**src/rtl/ex_muldiv.sv**
```systemverilog
// Iterative RV32M multiply (radix-2 shift-add) / divide (restoring) unit for the execute stage.
// Latency: start in cycle N -> md_done in N+34; divide-by-zero / signed overflow in N+2.
// Backpressure: holds the pipeline with md_stall until the md_done cycle; md_flush aborts to IDLE.
module ex_muldiv #(
    parameter int XLEN          = 32,
    parameter bit DIV_ZERO_FAST = 1'b1
) (
    input  logic            clk,
    input  logic            rstn,
    input  logic            md_start,
    input  logic [2:0]      md_op,
    input  logic [XLEN-1:0] md_rs1,
    input  logic [XLEN-1:0] md_rs2,
    input  logic [4:0]      md_rd_idx,
    input  logic            md_flush,
    output logic            md_stall,
    output logic            md_busy,
    output logic            md_done,
    output logic [XLEN-1:0] md_result,
    output logic [4:0]      md_wr_idx
);

    localparam int              CNT_W    = $clog2(XLEN);
    localparam logic [CNT_W-1:0] CNT_LAST = CNT_W'(XLEN - 1);
    localparam logic [XLEN-1:0] INT_MIN  = {1'b1, {(XLEN-1){1'b0}}};

    typedef enum logic [1:0] {
        S_IDLE,
        S_CALC,
        S_FIXUP,
        S_DONE
    } state_t;

    state_t state, state_nxt;

    logic [2:0]        op_q;
    logic [XLEN-1:0]   opb_q;
    logic [2*XLEN-1:0] acc_q;
    logic [CNT_W-1:0]  cnt_q;
    logic              neg_q;
    logic [4:0]        rd_q;

    logic              accept;
    logic              sgn1, sgn2, s1, s2;
    logic [XLEN-1:0]   abs1, abs2;
    logic              div0, ovf, fast;
    logic [XLEN-1:0]   opb_init;
    logic [2*XLEN-1:0] acc_init;
    logic              neg_init;

    logic [XLEN:0]     mul_sum;
    logic [XLEN:0]     rem_sh;
    logic              geq;
    logic [2*XLEN-1:0] acc_step;
    logic [2*XLEN-1:0] prod_fix;
    logic [XLEN-1:0]   div_sel;
    logic [XLEN-1:0]   fix_res;

    assign accept    = md_start & (state == S_IDLE) & ~md_flush;
    assign md_busy   = (state != S_IDLE);
    assign md_done   = (state == S_DONE);
    assign md_stall  = accept | (md_busy & ~md_done);

    // Operand conditioning: magnitudes and sign bookkeeping at accept time.
    always_comb begin
        sgn1     = (md_op == 3'd1) | (md_op == 3'd2) | (md_op == 3'd4) | (md_op == 3'd6);
        sgn2     = (md_op == 3'd1) | (md_op == 3'd4) | (md_op == 3'd6);
        s1       = sgn1 & md_rs1[XLEN-1];
        s2       = sgn2 & md_rs2[XLEN-1];
        abs1     = s1 ? -md_rs1 : md_rs1;
        abs2     = s2 ? -md_rs2 : md_rs2;
        div0     = (md_rs2 == '0);
        ovf      = ~md_op[0] & (md_rs1 == INT_MIN) & (md_rs2 == {XLEN{1'b1}});
        fast     = DIV_ZERO_FAST & md_op[2] & (div0 | ovf);
        opb_init = abs1;
        acc_init = {{XLEN{1'b0}}, abs2};
        neg_init = s1 ^ s2;
        if (md_op[2]) begin
            opb_init = abs2;
            // Divide by zero keeps the quotient at all-ones regardless of operand signs.
            neg_init = md_op[1] ? s1 : ((s1 ^ s2) & ~div0);
            if (fast)
                acc_init = div0 ? {abs1, {XLEN{1'b1}}} : {{XLEN{1'b0}}, INT_MIN};
            else
                acc_init = {{XLEN{1'b0}}, abs1};
        end
    end

    // One iteration: shift-add for multiply, shift-compare-subtract for divide.
    always_comb begin
        mul_sum  = {1'b0, acc_q[2*XLEN-1:XLEN]} + (acc_q[0] ? {1'b0, opb_q} : {(XLEN+1){1'b0}});
        rem_sh   = acc_q[2*XLEN-1:XLEN-1];
        geq      = (rem_sh >= {1'b0, opb_q});
        acc_step = {mul_sum, acc_q[XLEN-1:1]};
        if (op_q[2])
            acc_step = {(geq ? (rem_sh[XLEN-1:0] - opb_q) : rem_sh[XLEN-1:0]),
                        acc_q[XLEN-2:0], geq};
    end

    always_comb begin
        prod_fix = neg_q ? -acc_q : acc_q;
        div_sel  = op_q[1] ? acc_q[2*XLEN-1:XLEN] : acc_q[XLEN-1:0];
        fix_res  = (op_q == 3'd0) ? prod_fix[XLEN-1:0] : prod_fix[2*XLEN-1:XLEN];
        if (op_q[2])
            fix_res = neg_q ? -div_sel : div_sel;
    end

    always_ff @(posedge clk or negedge rstn) begin
        if (!rstn)
            state <= S_IDLE;
        else
            state <= state_nxt;
    end

    always_comb begin
        state_nxt = state;
        case (state)
            S_IDLE:  if (accept) state_nxt = fast ? S_FIXUP : S_CALC;
            S_CALC:  if (cnt_q == CNT_LAST) state_nxt = S_FIXUP;
            S_FIXUP: state_nxt = S_DONE;
            S_DONE:  state_nxt = S_IDLE;
            default: state_nxt = S_IDLE;
        endcase
        if (md_flush)
            state_nxt = S_IDLE;
    end

    always_ff @(posedge clk or negedge rstn) begin
        if (!rstn) begin
            op_q      <= '0;
            opb_q     <= '0;
            acc_q     <= '0;
            cnt_q     <= '0;
            neg_q     <= 1'b0;
            rd_q      <= '0;
            md_result <= '0;
            md_wr_idx <= '0;
        end else begin
            case (state)
                S_IDLE: begin
                    if (accept) begin
                        op_q  <= md_op;
                        opb_q <= opb_init;
                        acc_q <= acc_init;
                        cnt_q <= '0;
                        neg_q <= neg_init;
                        rd_q  <= md_rd_idx;
                    end
                end
                S_CALC: begin
                    acc_q <= acc_step;
                    cnt_q <= cnt_q + 1'b1;
                end
                S_FIXUP: begin
                    // A flushed op must leave the previously published result intact.
                    if (!md_flush) begin
                        md_result <= fix_res;
                        md_wr_idx <= rd_q;
                    end
                end
                default: ;
            endcase
        end
    end

endmodule

```
**config.mk**
```make
export PLATFORM = sky130hd
export DESIGN_NAME = ex_muldiv
export DESIGN_NICKNAME = d
export VERILOG_FILES = /design/src/rtl/ex_muldiv.sv
export SDC_FILE = /design/constraint.sdc
export NUM_CORES = 1
export LEC_CHECK = 0
export CORE_ASPECT_RATIO = 1.75
export CORE_UTILIZATION = 40
export CTS_BUF_LIST = sky130_fd_sc_hd__clkbuf_4 sky130_fd_sc_hd__clkbuf_8 sky130_fd_sc_hd__clkbuf_16
export CTS_CLUSTER_SIZE = 16
export DETAILED_ROUTE_END_ITERATION = 10
export SYNTH_ARGS = -nofsm -noshare
export SYNTH_HDL_FRONTEND = slang
export SYNTH_SLANG_ARGS = --single-unit
```
**constraint.sdc**
```tcl
create_clock -name clk -period 6.5 [get_ports clk]
set_input_delay 1.95 -clock clk [delete_from_list [all_inputs] [get_ports clk]]
set_output_delay 1.95 -clock clk [all_outputs]
set_load 0.02 [all_outputs]
```
==> out/qor.txt <==
Share of post-route cells with drive strength above 1 -> 0.06494
DR iter-0 viols -> 1062
DIE AREA -> 40170 um^2
Async SR Flop Fraction -> 1.000
Met1 usage -> 0.3323
Cell-by-cell trace of the critical path -> clkdlybuf4s50_1, nand3b_1, nand2b_1, clkdlybuf4s50_1
CTS root buffer -> clkbuf_16
Core ar. -> 38630 um^2
H-tree levels -> 4
M2 GR Usage -> 0.5015
Crit path buf inv count -> 2
Slew @ Worst Pin -> 927.7 ps
PwrDens -> 585.9 nW/um^2
Setup_tns -> 0 ps
Most common cell in the netlist -> nand2_1
Synth area leaders -> dfrtp_1 (24%), a21oi_1 (6.8%), o21ai_0 (6.8%)
Synth-to-Final Area Change -> 12.63%
CP top delay family -> buffers and inverters
Fmax -> 190.7 MHz
Slew Limit Headroom -> 0.3792
Cell Area, Placed -> 17140 um^2
I/O Buffers -> 115
Vias/cell -> 6.031
Worst min path class -> flip-flop to flip-flop
Slowest cell on crit path -> clkdlybuf4s50_1
Pin count of the biggest net entering global routing -> 90
CTS max path bufs -> 2
Crit path top cell by count -> clkdlybuf4s50_1
Max VDD drop -> 201.7 uV
YS warnings -> 0
CTS tree -> built
Initial Util -> 0.4074
Commonest cells post-synth -> nand2_1 (247), nor2_1 (222), a21oi_1 (215), o21ai_0 (213), dfrtp_1 (149)
Routability-driven placement congestion ratio -> 0.9847
Vias -> 15930
CTS Buf Count -> 17
Post-Syn Nets -> 2285
GRT met3 Usage -> 0.02795
DRC -> 8
Post-synth top area share -> 0.2369
Yosys top cell by area -> dfrtp_1
Max incr delay on CP -> 590 ps
Synth cell types -> 85
Crit path DAT -> 3290 ps
Sequential element share of the synthesized area -> 0.2369
Grt peak-use layer -> met2
Fin Clk Skew -> 11.82 ps
Setup Viol. Count Final -> 0
ANT cells -> 0
CP Class -> input port to primary output
MaxCap Viol Count -> 0
Outcome -> complete, but fails checks
Tot GR Track Use -> 0.2828
Clk sinks -> 149
Hold Fails Final Rpt -> 0
Worst Setup End Kind -> primary output
Worst Path Required -> 4550 ps
Gr ovfl total -> 0
Worst-skew pair later-pin latency -> 460 ps
Post-route ant nets -> 0
IO Pins -> 116
Die X-Extent -> 151.9 um
Global-route wire length before repair -> 88450 um
Critical-path maximum fanout -> 4
Period utilization -> 0.8066
Num rows -> 95
Minimum clock period -> 5243 ps
P_leak -> 7.290 nW
Pwr Total -> 0.01039 W
Failing checks -> DRC
Cells after Synth -> 2132
Max Slew Vio Count -> 0
DRT Pass-1 Iters -> 9
Routed WL -> 56060 um
RSZ-0062 raised after global routing -> no
Fin area -> 17730 um^2
Vias in the first global route -> 15950
Nets@finish -> 2296
Die H -> 264.4 um
Initial antenna violation count -> 0
Avg Cell Area, Syn -> 7.382 um^2
Detailed Place HPWL -> 43020 um
Worst setup SP type -> input port
Flops & latches, synth -> 149
Hold-fix buffers, CTS -> 0
Ys flop type -> dfrtp_1
# Post-CTS Setup Buffers -> 0
Post-CTS sizing -> 0
Post-synth EDFFs -> 0
Synth Cell Area -> 15740 um^2
Wire per inst -> 21.23 um
Reg clk slew, reported paths -> 70 ps
## tightest hold or removal path, delay by kind of cell, from the launching register on
family	cells	cell delay, ps
compound gates	1	60
simple gates	1	40
flops	1	340
## layout by cell type, fill, tap and decap left out, drive strengths merged, types with 12 or more instances in the layout
master         count
nand2b            13
clkbuf            17
a31oi             35
nor2             222
nand2            248
or3               20
mux2              27
a21o              32
or4               23
xnor2            107
and3              13
clkdlybuf4s50    113
o211ai            18
a211oi            30
o31ai             30
nand3             34
mux2i             56
nor3              45
o41ai             18
a21oi            215
nor4              16
ha                75
buf               33
inv               80
nand4             14
o21ai            222
o21bai            12
xor2              89
dfrtp            149
## power breakdown
group / internal, W / switching [W] / total (W) / leakage (nW)
Clock: 0.000545 / 0.000489 / 0.00103 / 0.284
Sequential: 0.00135 / 0.000856 / 0.00221 / 1.82
Combinational: 0.00291 / 0.00424 / 0.00715 / 5.19
Total: 0.00480 / 0.00559 / 0.0104 / 7.29
## worst paths after layout
check / start / to / slack, ps / cells past startpoint
max in group asynchronous: rstn / md_wr_idx[1] / 3840 / 2
worst min register to register: md_result[22] / md_result[22] / 480 / 2
worst max-delay path: md_flush / md_stall / 1260 / 4
min in group asynchronous: rstn / opb_q[4] / 1490 / 1
worst min-delay path: md_result[22] / md_result[22] / 480 / 2
worst max register to register: acc_q[0] / md_result[24] / 1750 / 13
## metal layers
layer,vias up,routed length (um)
met2,571,27900
li1,7688,-
met4,0,2929
met1,7511,22740
met3,158,2501
met5,-,0
## cells by family (layout without fill, tap and decap cells)
kind of cell | Yosys count | in the layout | share of synthesized area
xor+xnor | 196 | 196 | 0.1091
flops | 149 | 149 | 0.2369
buf+inv | 226 | 250 | 0.05692
fa+ha+maj | 77 | 77 | 0.06217
mux | 84 | 84 | 0.05637
simple gates | 697 | 697 | 0.2068
compound gates | 703 | 703 | 0.2717
## through the flow
| step | cells | utilization | setup slack (ps) | hold WS (ps) |
|---|---|---|---|---|
| floorplan | 2132 | - | 1867 | 445.3 |
| global placement | 2609 | 0.4437 | 945.9 | 463.0 |
| detailed placement | 2609 | 0.4437 | 837.3 | 466.8 |
| CTS | 2641 | 0.4589 | 1254 | 482.9 |
| global route | 2641 | 0.4589 | 1058 | 494.3 |
| finish | 2641 | 0.4589 | 1257 | 476.3 |
## registers in the layout, summed over array words and instances (netlist names)
signal,flops
cnt_q,5
acc_q,64
opb_q,32
rd_q,5
md_result,32
neg_q,1
state,2
op_q,3
md_wr_idx,5
## area by class of cell
type	count	area, um^2
clock buffer	17	425.4
clock inverter	15	161.4
fill	3927	20910
inverter	72	270.3
multi-input combinational	1757	11150
sequential	149	3735
tap	485	606.8
timing repair buffer	146	1380
Power figures use the tool's default switching activity.
